File: config.mk
export PLATFORM = sky130hd
export DESIGN_NAME = multicycle_control
export DESIGN_NICKNAME = d
export VERILOG_FILES = /design/src/rtl/mc_pkg.sv /design/src/rtl/mc_wait_timer.sv /design/src/rtl/multicycle_control.sv
export SDC_FILE = /design/constraint.sdc
export NUM_CORES = 1
export LEC_CHECK = 0
export CAP_MARGIN = 10
export CORE_MARGIN = 2
export CORE_UTILIZATION = 32
export CTS_BUF_LIST = sky130_fd_sc_hd__clkbuf_16
export CTS_CLUSTER_SIZE = 8
export DETAILED_ROUTE_END_ITERATION = 12
export PLACE_DENSITY = 0.78
export SYNTH_ARGS = -nofsm -noshare
export SYNTH_HDL_FRONTEND = slang
export SYNTH_SLANG_ARGS = --single-unit
File: constraint.sdc
create_clock -name clk -period 1.59 [get_ports clk]
set_clock_uncertainty 0.1 [all_clocks]
set_input_delay 0.318 -clock clk [delete_from_list [all_inputs] [get_ports clk]]
set_output_delay 0.318 -clock clk [all_outputs]
set_load 0.02 [all_outputs]
File: src/rtl/mc_pkg.sv
// Shared types and encodings for the multi-cycle MIPS control FSM.
// State, opcode, mux-select encodings and the control-word bundle.
package mc_pkg;

  typedef enum logic [3:0] {
    FETCH    = 4'd0,
    DECODE   = 4'd1,
    MEMADR   = 4'd2,
    MEMRD    = 4'd3,
    MEMWB    = 4'd4,
    MEMWR    = 4'd5,
    RTYPE_EX = 4'd6,
    RTYPE_WB = 4'd7,
    ADDI_EX  = 4'd8,
    ADDI_WB  = 4'd9,
    BEQ      = 4'd10,
    JUMP     = 4'd11
  } state_t;

  localparam logic [5:0] OP_RTYPE = 6'b000000;
  localparam logic [5:0] OP_LW    = 6'b100011;
  localparam logic [5:0] OP_SW    = 6'b101011;
  localparam logic [5:0] OP_BEQ   = 6'b000100;
  localparam logic [5:0] OP_ADDI  = 6'b001000;
  localparam logic [5:0] OP_J     = 6'b000010;

  localparam logic [1:0] SRCB_B   = 2'b00;
  localparam logic [1:0] SRCB_4   = 2'b01;
  localparam logic [1:0] SRCB_IMM = 2'b10;
  localparam logic [1:0] SRCB_BR  = 2'b11;

  localparam logic [1:0] ALU_ADD   = 2'b00;
  localparam logic [1:0] ALU_SUB   = 2'b01;
  localparam logic [1:0] ALU_FUNCT = 2'b10;

  localparam logic [1:0] PC_ALU = 2'b00;
  localparam logic [1:0] PC_OUT = 2'b01;
  localparam logic [1:0] PC_JMP = 2'b10;

  typedef struct packed {
    logic       pc_write;
    logic       branch;
    logic       iord;
    logic       mem_read;
    logic       mem_write;
    logic       ir_write;
    logic       reg_dst;
    logic       mem_to_reg;
    logic       reg_write;
    logic       alu_src_a;
    logic [1:0] alu_src_b;
    logic [1:0] alu_op;
    logic [1:0] pc_source;
    logic       instr_done;
    logic       illegal_op;
  } ctrl_t;

endpackage

File: src/rtl/mc_wait_timer.sv
// Memory wait watchdog: counts stalled cycles, flags expiry.
// WAIT_TIMEOUT of 0 keeps expired low permanently.
module mc_wait_timer #(
  parameter int WAIT_TIMEOUT = 16
) (
  input  logic clk,
  input  logic rst_n,
  input  logic clear,
  input  logic count,
  output logic expired
);

  localparam int W =
    (WAIT_TIMEOUT > 0) ? $clog2(WAIT_TIMEOUT + 1) : 1;

  logic [W-1:0] cnt;

  assign expired = (WAIT_TIMEOUT != 0) &&
                   (cnt == W'(WAIT_TIMEOUT));

  always_ff @(posedge clk or negedge rst_n) begin
    if (!rst_n) begin
      cnt <= '0;
    end else if (clear) begin
      cnt <= '0;
    end else if (count && !expired) begin
      cnt <= cnt + W'(1);
    end
  end

endmodule

File: src/rtl/multicycle_control.sv
// Multi-cycle MIPS main control FSM with memory-ready handshake.
// MC_PERF_COUNTERS_EN builds the cycle/instruction counters.
module multicycle_control
  import mc_pkg::*;
#(
  parameter int WAIT_TIMEOUT = 16,
  parameter int CNT_W        = 32
) (
  input  logic             clk,
  input  logic             rst,
  input  logic [5:0]       opcode,
  input  logic             zero,
  input  logic             mem_ready,
  output logic             pc_en,
  output logic             IorD,
  output logic             MemRead,
  output logic             MemWrite,
  output logic             IRWrite,
  output logic             RegDst,
  output logic             MemtoReg,
  output logic             RegWrite,
  output logic             ALUSrcA,
  output logic [1:0]       ALUSrcB,
  output logic [1:0]       ALUOp,
  output logic [1:0]       PCSource,
  output logic [3:0]       state_o,
  output logic             instr_done,
  output logic             illegal_op,
  output logic             mem_timeout,
  output logic [CNT_W-1:0] cycle_count,
  output logic [CNT_W-1:0] instr_count
);

  state_t state, state_nx;
  ctrl_t  c, o;
  logic   in_mem, expired, timeout, waiting;

  assign in_mem  = state inside {FETCH, MEMRD, MEMWR};
  assign timeout = in_mem & ~mem_ready & expired;
  assign waiting = in_mem & ~mem_ready & ~expired;

  // Any cycle that is not a stall ends the wait episode.
  mc_wait_timer #(
    .WAIT_TIMEOUT(WAIT_TIMEOUT)
  ) u_timer (
    .clk    (clk),
    .rst_n  (rst),
    .clear  (~waiting),
    .count  (waiting),
    .expired(expired)
  );

  always_comb begin
    c        = '0;
    state_nx = state;
    case (state)
      FETCH: begin
        c.mem_read  = 1'b1;
        c.alu_src_b = SRCB_4;
        c.alu_op    = ALU_ADD;
        c.pc_source = PC_ALU;
        if (mem_ready) begin
          c.ir_write = 1'b1;
          c.pc_write = 1'b1;
          state_nx   = DECODE;
        end
      end
      DECODE: begin
        c.alu_src_b = SRCB_BR;
        unique case (1'b1)
          (opcode == OP_RTYPE): state_nx = RTYPE_EX;
          (opcode == OP_LW),
          (opcode == OP_SW):    state_nx = MEMADR;
          (opcode == OP_BEQ):   state_nx = BEQ;
          (opcode == OP_ADDI):  state_nx = ADDI_EX;
          (opcode == OP_J):     state_nx = JUMP;
          default: begin
            c.illegal_op = 1'b1;
            c.instr_done = 1'b1;
            state_nx     = FETCH;
          end
        endcase
      end
      MEMADR: begin
        c.alu_src_a = 1'b1;
        c.alu_src_b = SRCB_IMM;
        state_nx = (opcode == OP_SW) ? MEMWR : MEMRD;
      end
      MEMRD: begin
        c.iord     = 1'b1;
        c.mem_read = 1'b1;
        if (mem_ready)    state_nx = MEMWB;
        else if (timeout) state_nx = FETCH;
      end
      MEMWB: begin
        c.reg_write  = 1'b1;
        c.mem_to_reg = 1'b1;
        c.instr_done = 1'b1;
        state_nx     = FETCH;
      end
      MEMWR: begin
        c.iord      = 1'b1;
        c.mem_write = 1'b1;
        if (mem_ready) begin
          c.instr_done = 1'b1;
          state_nx     = FETCH;
        end else if (timeout) begin
          state_nx = FETCH;
        end
      end
      RTYPE_EX: begin
        c.alu_src_a = 1'b1;
        c.alu_src_b = SRCB_B;
        c.alu_op    = ALU_FUNCT;
        state_nx    = RTYPE_WB;
      end
      RTYPE_WB: begin
        c.reg_write  = 1'b1;
        c.reg_dst    = 1'b1;
        c.instr_done = 1'b1;
        state_nx     = FETCH;
      end
      ADDI_EX: begin
        c.alu_src_a = 1'b1;
        c.alu_src_b = SRCB_IMM;
        state_nx    = ADDI_WB;
      end
      ADDI_WB: begin
        c.reg_write  = 1'b1;
        c.instr_done = 1'b1;
        state_nx     = FETCH;
      end
      BEQ: begin
        c.alu_src_a  = 1'b1;
        c.alu_src_b  = SRCB_B;
        c.alu_op     = ALU_SUB;
        c.pc_source  = PC_OUT;
        c.branch     = 1'b1;
        c.instr_done = 1'b1;
        state_nx     = FETCH;
      end
      JUMP: begin
        c.pc_source  = PC_JMP;
        c.pc_write   = 1'b1;
        c.instr_done = 1'b1;
        state_nx     = FETCH;
      end
      default: state_nx = FETCH;
    endcase
  end

  always_ff @(posedge clk or negedge rst) begin
    if (!rst) state <= FETCH;
    else      state <= state_nx;
  end

  // Reset forces every control quiet at once, not at the next edge.
  assign o = rst ? c : '0;

  assign pc_en       = o.pc_write | (o.branch & zero);
  assign IorD        = o.iord;
  assign MemRead     = o.mem_read;
  assign MemWrite    = o.mem_write;
  assign IRWrite     = o.ir_write;
  assign RegDst      = o.reg_dst;
  assign MemtoReg    = o.mem_to_reg;
  assign RegWrite    = o.reg_write;
  assign ALUSrcA     = o.alu_src_a;
  assign ALUSrcB     = o.alu_src_b;
  assign ALUOp       = o.alu_op;
  assign PCSource    = o.pc_source;
  assign instr_done  = o.instr_done;
  assign illegal_op  = o.illegal_op;
  assign mem_timeout = rst & timeout;
  assign state_o     = state;

`ifdef MC_PERF_COUNTERS_EN
  logic [CNT_W-1:0] cyc_q, ins_q;

  always_ff @(posedge clk or negedge rst) begin
    if (!rst) begin
      cyc_q <= '0;
      ins_q <= '0;
    end else begin
      cyc_q <= cyc_q + CNT_W'(1);
      if (o.instr_done) ins_q <= ins_q + CNT_W'(1);
    end
  end

  assign cycle_count = cyc_q;
  assign instr_count = ins_q;
`else
  assign cycle_count = '0;
  assign instr_count = '0;
`endif

endmodule

==> metrics, run 1 <==
status=finished, violations left; failing checks=negative setup slack; H-tree depth=1; sequential area share after synthesis=16.70%; crit path max fanout=6; Tmin final=1.961 ns; Clk Latency, worst-skew pair=0.24 ns; Final period util=123.3%; DIE HEIGHT=68.92 um; Ys Warns=0; RR Startpoint=state_o[2]; Max IR drop VDD=0.0004252 V; post-DP HPWL=2520 um; Max-Cap Viols=0; initial core utilization=between 30% and 40%; GP Congestion=0.8257; RSZ-0062 raised after global routing=yes; pwr dens=1135 nW/um2; Max Clk Rate=509.9 MHz; Detailed Route WL=3934 um; area added between synthesis and finish=64.01%; footprint of the multi-input gates=about 1000 um2; Root Driver=clkbuf_16; synthesized area per cell=7.577 um2; clk slew on worst S/H paths=roughly 0.04 ns; Critical Path AT=between 1.5 and 2 ns; drt drc=0; register area=about 230 um2; fin worst setup slack=-0.3712 ns; via count=1354; share of cells above drive strength 1=46.62%; Hold WC Path Type=in -> async; Synth cell types=38; CP max stage delay=0.47 ns; diode count=0; CTS Hold Bufs=0; Final Instance Area=2212 um2; vias per cell=between 4 and 5; reg2reg setup slack=-0.09 ns; Setup violations, final=21; first-pass GRT wire length=5464 um; overall die width=between 60 and 70 um; # port buffers=31; Slowest-stage cell, CP=dfrtp_2; antenna violations before repair=0; cts bufs inserted=3; crit-path cells=buf_6 > nor2_4 > nand2_1 > a21o_1 > a21o_1 > buf_4; gr ovfl total=0; gr usage total=between 15 and 20%; Yosys reg bits=9; endpoint class of the critical path=output port; most common cell after layout, fill and taps aside=conb_1; clock sinks=9; CP required=1.17 ns; reg2reg end=state_o[1]; ys flop type=dfrtp_1; dpl cell area=1864 um2; die area=4750 um2; DR pass1 iterations=4; post-synthesis cell count=roughly 180; Post-synth EDFFs=0; Post-synth ARST share=between 90% and 100%; final hold vios=0; per-cell routed wire length=12.45 um; WS Path Type=reg -> out; CTS tree=built; number of global-route vias before repair=roughly 1200; Mapped Area=1349 um2; final slew viol count=0; I/O pins=96; buffers and inverters on the worst path=2; final hold slack=0.3535 ns; CP delay by family, top=flip-flops; most used cell, CP=a21o_1; Lkg Pwr=1.098 nW; largest net degree at the start of global routing=12; Startpoint Class=flop; Core ar.=4029 um2; most frequent cells in the layout=conb_1 (64), buf_4 (57), buf_6 (21); Total Nets Final=279; Rows=23; 1st-iter DRT viols=55; fill count=around 350; post-route ant nets=0; Reg2Reg Depth=6; Max clock buf depth=2
[tightest hold or removal path, delay by kind of cell]
kind | cells | cell delay [ns]
buf+inv | 3 | 0.71
[sequential cells by signal, summed over array words and instances (netlist names)]
register	flops
state_o	4
u_timer.cnt	5
[cell type report]
| class | count | share of cell area (%) |
|---|---|---|
| multi-input combinational | 155 | 47.06 |
| timing repair buffer | 92 | 35.12 |
| sequential | 9 | 10.41 |
| clock buffer | 3 | 3.394 |
| tap | 50 | 2.828 |
| inverter | 6 | 1.018 |
| clock inverter | 1 | 0.1697 |
[metrics by stage]
step	cells	utilization (%)	setup WS, ns	power, mW	setup TNS (ns)
floorplan	241	-	-0.1769	1.332	-0.9030
global placement	293	46.27	-0.9597	1.686	-14.51
detailed placement	293	46.27	-0.9906	1.712	-15.01
CTS	312	52.55	-0.3817	2.392	-4.358
global route	316	54.91	-0.4198	2.658	-6.461
finish	316	54.91	-0.3712	2.510	-5.190
[power breakdown]
group | total [mW] | leakage, nW | switching (mW) | internal [mW]
combinational | 1.71 | 0.939 | 0.871 | 0.838
clock | 0.447 | 0.0423 | 0.118 | 0.329
sequential | 0.354 | 0.116 | 0.0711 | 0.282
total | 2.51 | 1.10 | 1.06 | 1.45
[cells by family (layout without fill, tap and decap cells)]
kind of cell,after synthesis,after routing,share of synthesized area [%]
and+or+nand+nor,61,61,24.68
AOI/OAI and AO/OA,22,22,12.43
xor gates and xnor gates,6,6,3.896
other,1,64,0.2780
buffers and inverters,77,102,40.17
adders and majority gates,2,2,1.855
DFF,9,9,16.70
[cells in the mapped netlist (2+ instances only)]
| cell type | count | area, um2 |
|---|---|---|
| and4_1 | 2 | 17.52 |
| o211ai_1 | 3 | 22.52 |
| o21ai_0 | 5 | 25.02 |
| inv_1 | 6 | 22.52 |
| ha_1 | 2 | 25.02 |
| and3_1 | 3 | 18.77 |
| nand3b_1 | 6 | 45.04 |
| buf_2 | 4 | 20.02 |
| buf_4 | 64 | 480.5 |
| dfrtp_1 | 9 | 225.2 |
| xnor2_1 | 2 | 17.52 |
| nand2b_1 | 6 | 37.54 |
| nor3_1 | 4 | 20.02 |
| nand3_1 | 3 | 15.01 |
| nor2_1 | 25 | 93.84 |
| a21oi_1 | 2 | 10.01 |
| and2_1 | 2 | 12.51 |
| a21o_1 | 2 | 15.01 |
| xor2_1 | 4 | 35.03 |
| clkbuf_1 | 2 | 7.510 |
| nand2_1 | 5 | 18.77 |
[how the worst max path moves through the flow]
stage | startpoint | to | slack [ns] | depth (start not counted)
after floorplan | state_o[1] | instr_done | -0.18 | 4
after global placement | opcode[1] | instr_done | -0.96 | 6
after detailed placement | opcode[1] | instr_done | -0.99 | 6
after CTS | state_o[0] | mem_timeout | -0.38 | 5
after global routing | state_o[3] | instr_done | -0.42 | 6
final | state_o[3] | instr_done | -0.37 | 6
[what timing repair did]
action	CTS	global route
resized for setup	142	22
buffers inserted	16	6
endpoints found under the setup margin	31	24
pin swaps	12	5
[routing by layer]
| metal | part of all wire (%) | GRT usage, % |
|---|---|---|
| met1 | 36 | 16.00 |
| met2 | 55 | 31.01 |
| met3 | 7.0 | 2.273 |
| met4 | 2.6 | 7.353 |
| met5 | 0 | 0 |
(Power assumes the default switching activity.)
==> run 2, diff against run 1 <==
--- a/config.mk
+++ b/config.mk
@@ -6,6 +6,7 @@
 export NUM_CORES = 1
 export LEC_CHECK = 0
 export CAP_MARGIN = 10
+export CORE_ASPECT_RATIO = 0.5
 export CORE_MARGIN = 2
 export CORE_UTILIZATION = 32
 export CTS_BUF_LIST = sky130_fd_sc_hd__clkbuf_16
==> metrics, run 2 (synthesized netlist as in run 1, its figures left out) <==
first-pass GRT wire length=5934 um; number of global-route vias before repair=roughly 1300; register area=about 230 um2; Final period util=124.6%; most common cell after layout, fill and taps aside=conb_1; share of cells above drive strength 1=45.63%; Tmin final=1.982 ns; largest net degree at the start of global routing=8; CP required=1.17 ns; NetSw=1.084 mW; final slew viol count=0; Rows=16; via count=between 1000 and 1500; Setup violations, final=23; die area=4782 um2; Core ar.=3964 um2; DR pass1 iterations=4; pwr dens=~1200 nW/um2; most frequent cells in the layout=conb_1 (64), buf_4 (42), buf_6 (33); Clk Latency, worst-skew pair=0.23 ns; H-tree depth=1; CTS Hold Bufs=0; antenna violations before repair=0; clock sinks=9; RSZ-0062 raised after global routing=yes; status=finished, violations left; crit path max fanout=6; post-DP HPWL=2565 um; diode count=0; vias per cell=around 4.4; reg2reg setup slack=-0.21 ns; Hold WC Path Type=in -> async; Placed Cells=295; switching part of the total=between 40% and 50%; I/O pins=96; Sequential Power Share=14.0%; per-cell routed wire length=12.62 um; Critical Path AT=1.56 ns; max FFs per register=5; Root Driver=clkbuf_16; non-filler cells, final=317; Startpoint Class=flop; GP Congestion=between 0.8 and 0.9; largest register by flop count=u_timer.cnt; WS Path Type=reg -> out; clk slew on worst S/H paths=0.04 ns; Lkg Pwr=1.100 nW; final hold vios=0; area added between synthesis and finish=66.05%; Max-Cap Viols=0; gr ovfl total=0; fin worst setup slack=-0.3919 ns; gr usage total=between 10% and 20%; endpoint class of the critical path=output port; CTS tree=built; # port buffers=31; Max clock buf depth=2; failing checks=negative setup slack; cts bufs inserted=3; Max Clk Rate=504.6 MHz; final hold slack=0.2659 ns; footprint of the multi-input gates=1023 um2; drt drc=0; overall die width=95.82 um; Total Nets Final=276; Int Pwr=1.508 mW; post-route ant nets=0; Clk pwr share=16.7%; initial core utilization=34.03%; fill count=326; DIE HEIGHT=around 50 um; Detailed Route WL=3999 um; Max IR drop VDD=around 0.00043 V; 1st-iter DRT viols=38; Comb pwr share=69.3%
==> run 2: metal layers <==
layer,track usage (%),vias up,wire (um),share of wire (%)
met5,0,-,0,0
met4,6.190,0,130,3.3
met3,3.364,12,314,7.9
met2,30.42,78,2066,52
met1,17.38,647,1488,37
li1,-,642,-,-
==> run 2: final cells by class <==
cell class / count / area share, %
Multi-Input combinational cell: 155 / 45.70
Clock buffer: 3 / 3.352
Timing Repair Buffer: 89 / 36.48
Sequential cell: 9 / 10.28
Tap cell: 54 / 3.017
Clock inverter: 1 / 0.1676
Inverter: 6 / 1.006
==> run 2: power by group through the flow <==
stage                     clock (mW)  sequential (mW)  combinational, mW
final                          0.433            0.363               1.80
after global routing           0.449            0.368               1.91
after CTS                      0.441            0.352               1.66
after detailed placement           0            0.377               1.33
after global placement             0            0.373               1.30
after floorplan                    0            0.357              0.975
==> run 2: final timing paths <==
kind                           startpoint             end  cells after the start
setup / recovery               state_o[0]      instr_done                      5
hold / removal                        rst  u_timer.cnt[3]                      2
setup reg to reg               state_o[0]      state_o[1]                      6
hold reg to reg            u_timer.cnt[0]  u_timer.cnt[0]                      2
max in group asynchronous             rst      state_o[3]                      2
min in group clk           u_timer.cnt[0]  u_timer.cnt[0]                      2
==> run 2: what timing repair did <==
action / CTS / global route
endpoints found under the hold margin: 0 / 0
setup buffers: 17 / 3
pin swaps: 13 / 12
endpoints found under the setup margin: 26 / 29
gates resized for setup: 149 / 20
==> run 2: through the flow <==
| step | power, mW | util, % | setup slack, ns | setup TNS (ns) | area (um2) |
|---|---|---|---|---|---|
| 2_1_floorplan | 1.332 | - | -0.1769 | -0.9030 | 1734 |
| 3_3_place_gp | 1.669 | 47.10 | -0.9314 | -15.48 | 1867 |
| 3_5_place_dp | 1.708 | 47.10 | -0.9920 | -16.51 | 1867 |
| 4_1_cts | 2.452 | 54.48 | -0.3936 | -5.248 | 2160 |
| 5_1_grt | 2.730 | 56.50 | -0.4222 | -6.813 | 2240 |
| 6_report | 2.592 | 56.50 | -0.3919 | -5.520 | 2240 |
==> run 2: critical path: stages (launching register included) <==
cell,delay [ns]
dfrtp_2,0.44
buf_6,0.14
nor4b_4,0.26
and4_4,0.27
a21o_1,0.09
buf_6,0.11
==> run 3, diff against run 2 <==
--- a/config.mk
+++ b/config.mk
@@ -10,7 +10,7 @@
 export CORE_MARGIN = 2
 export CORE_UTILIZATION = 32
 export CTS_BUF_LIST = sky130_fd_sc_hd__clkbuf_16
-export CTS_CLUSTER_SIZE = 8
+export CTS_CLUSTER_SIZE = 24
 export DETAILED_ROUTE_END_ITERATION = 12
 export PLACE_DENSITY = 0.78
 export SYNTH_ARGS = -nofsm -noshare
==> results of run 3 <==
No change in the layout: final DEF, timing and power equal those of run 2.
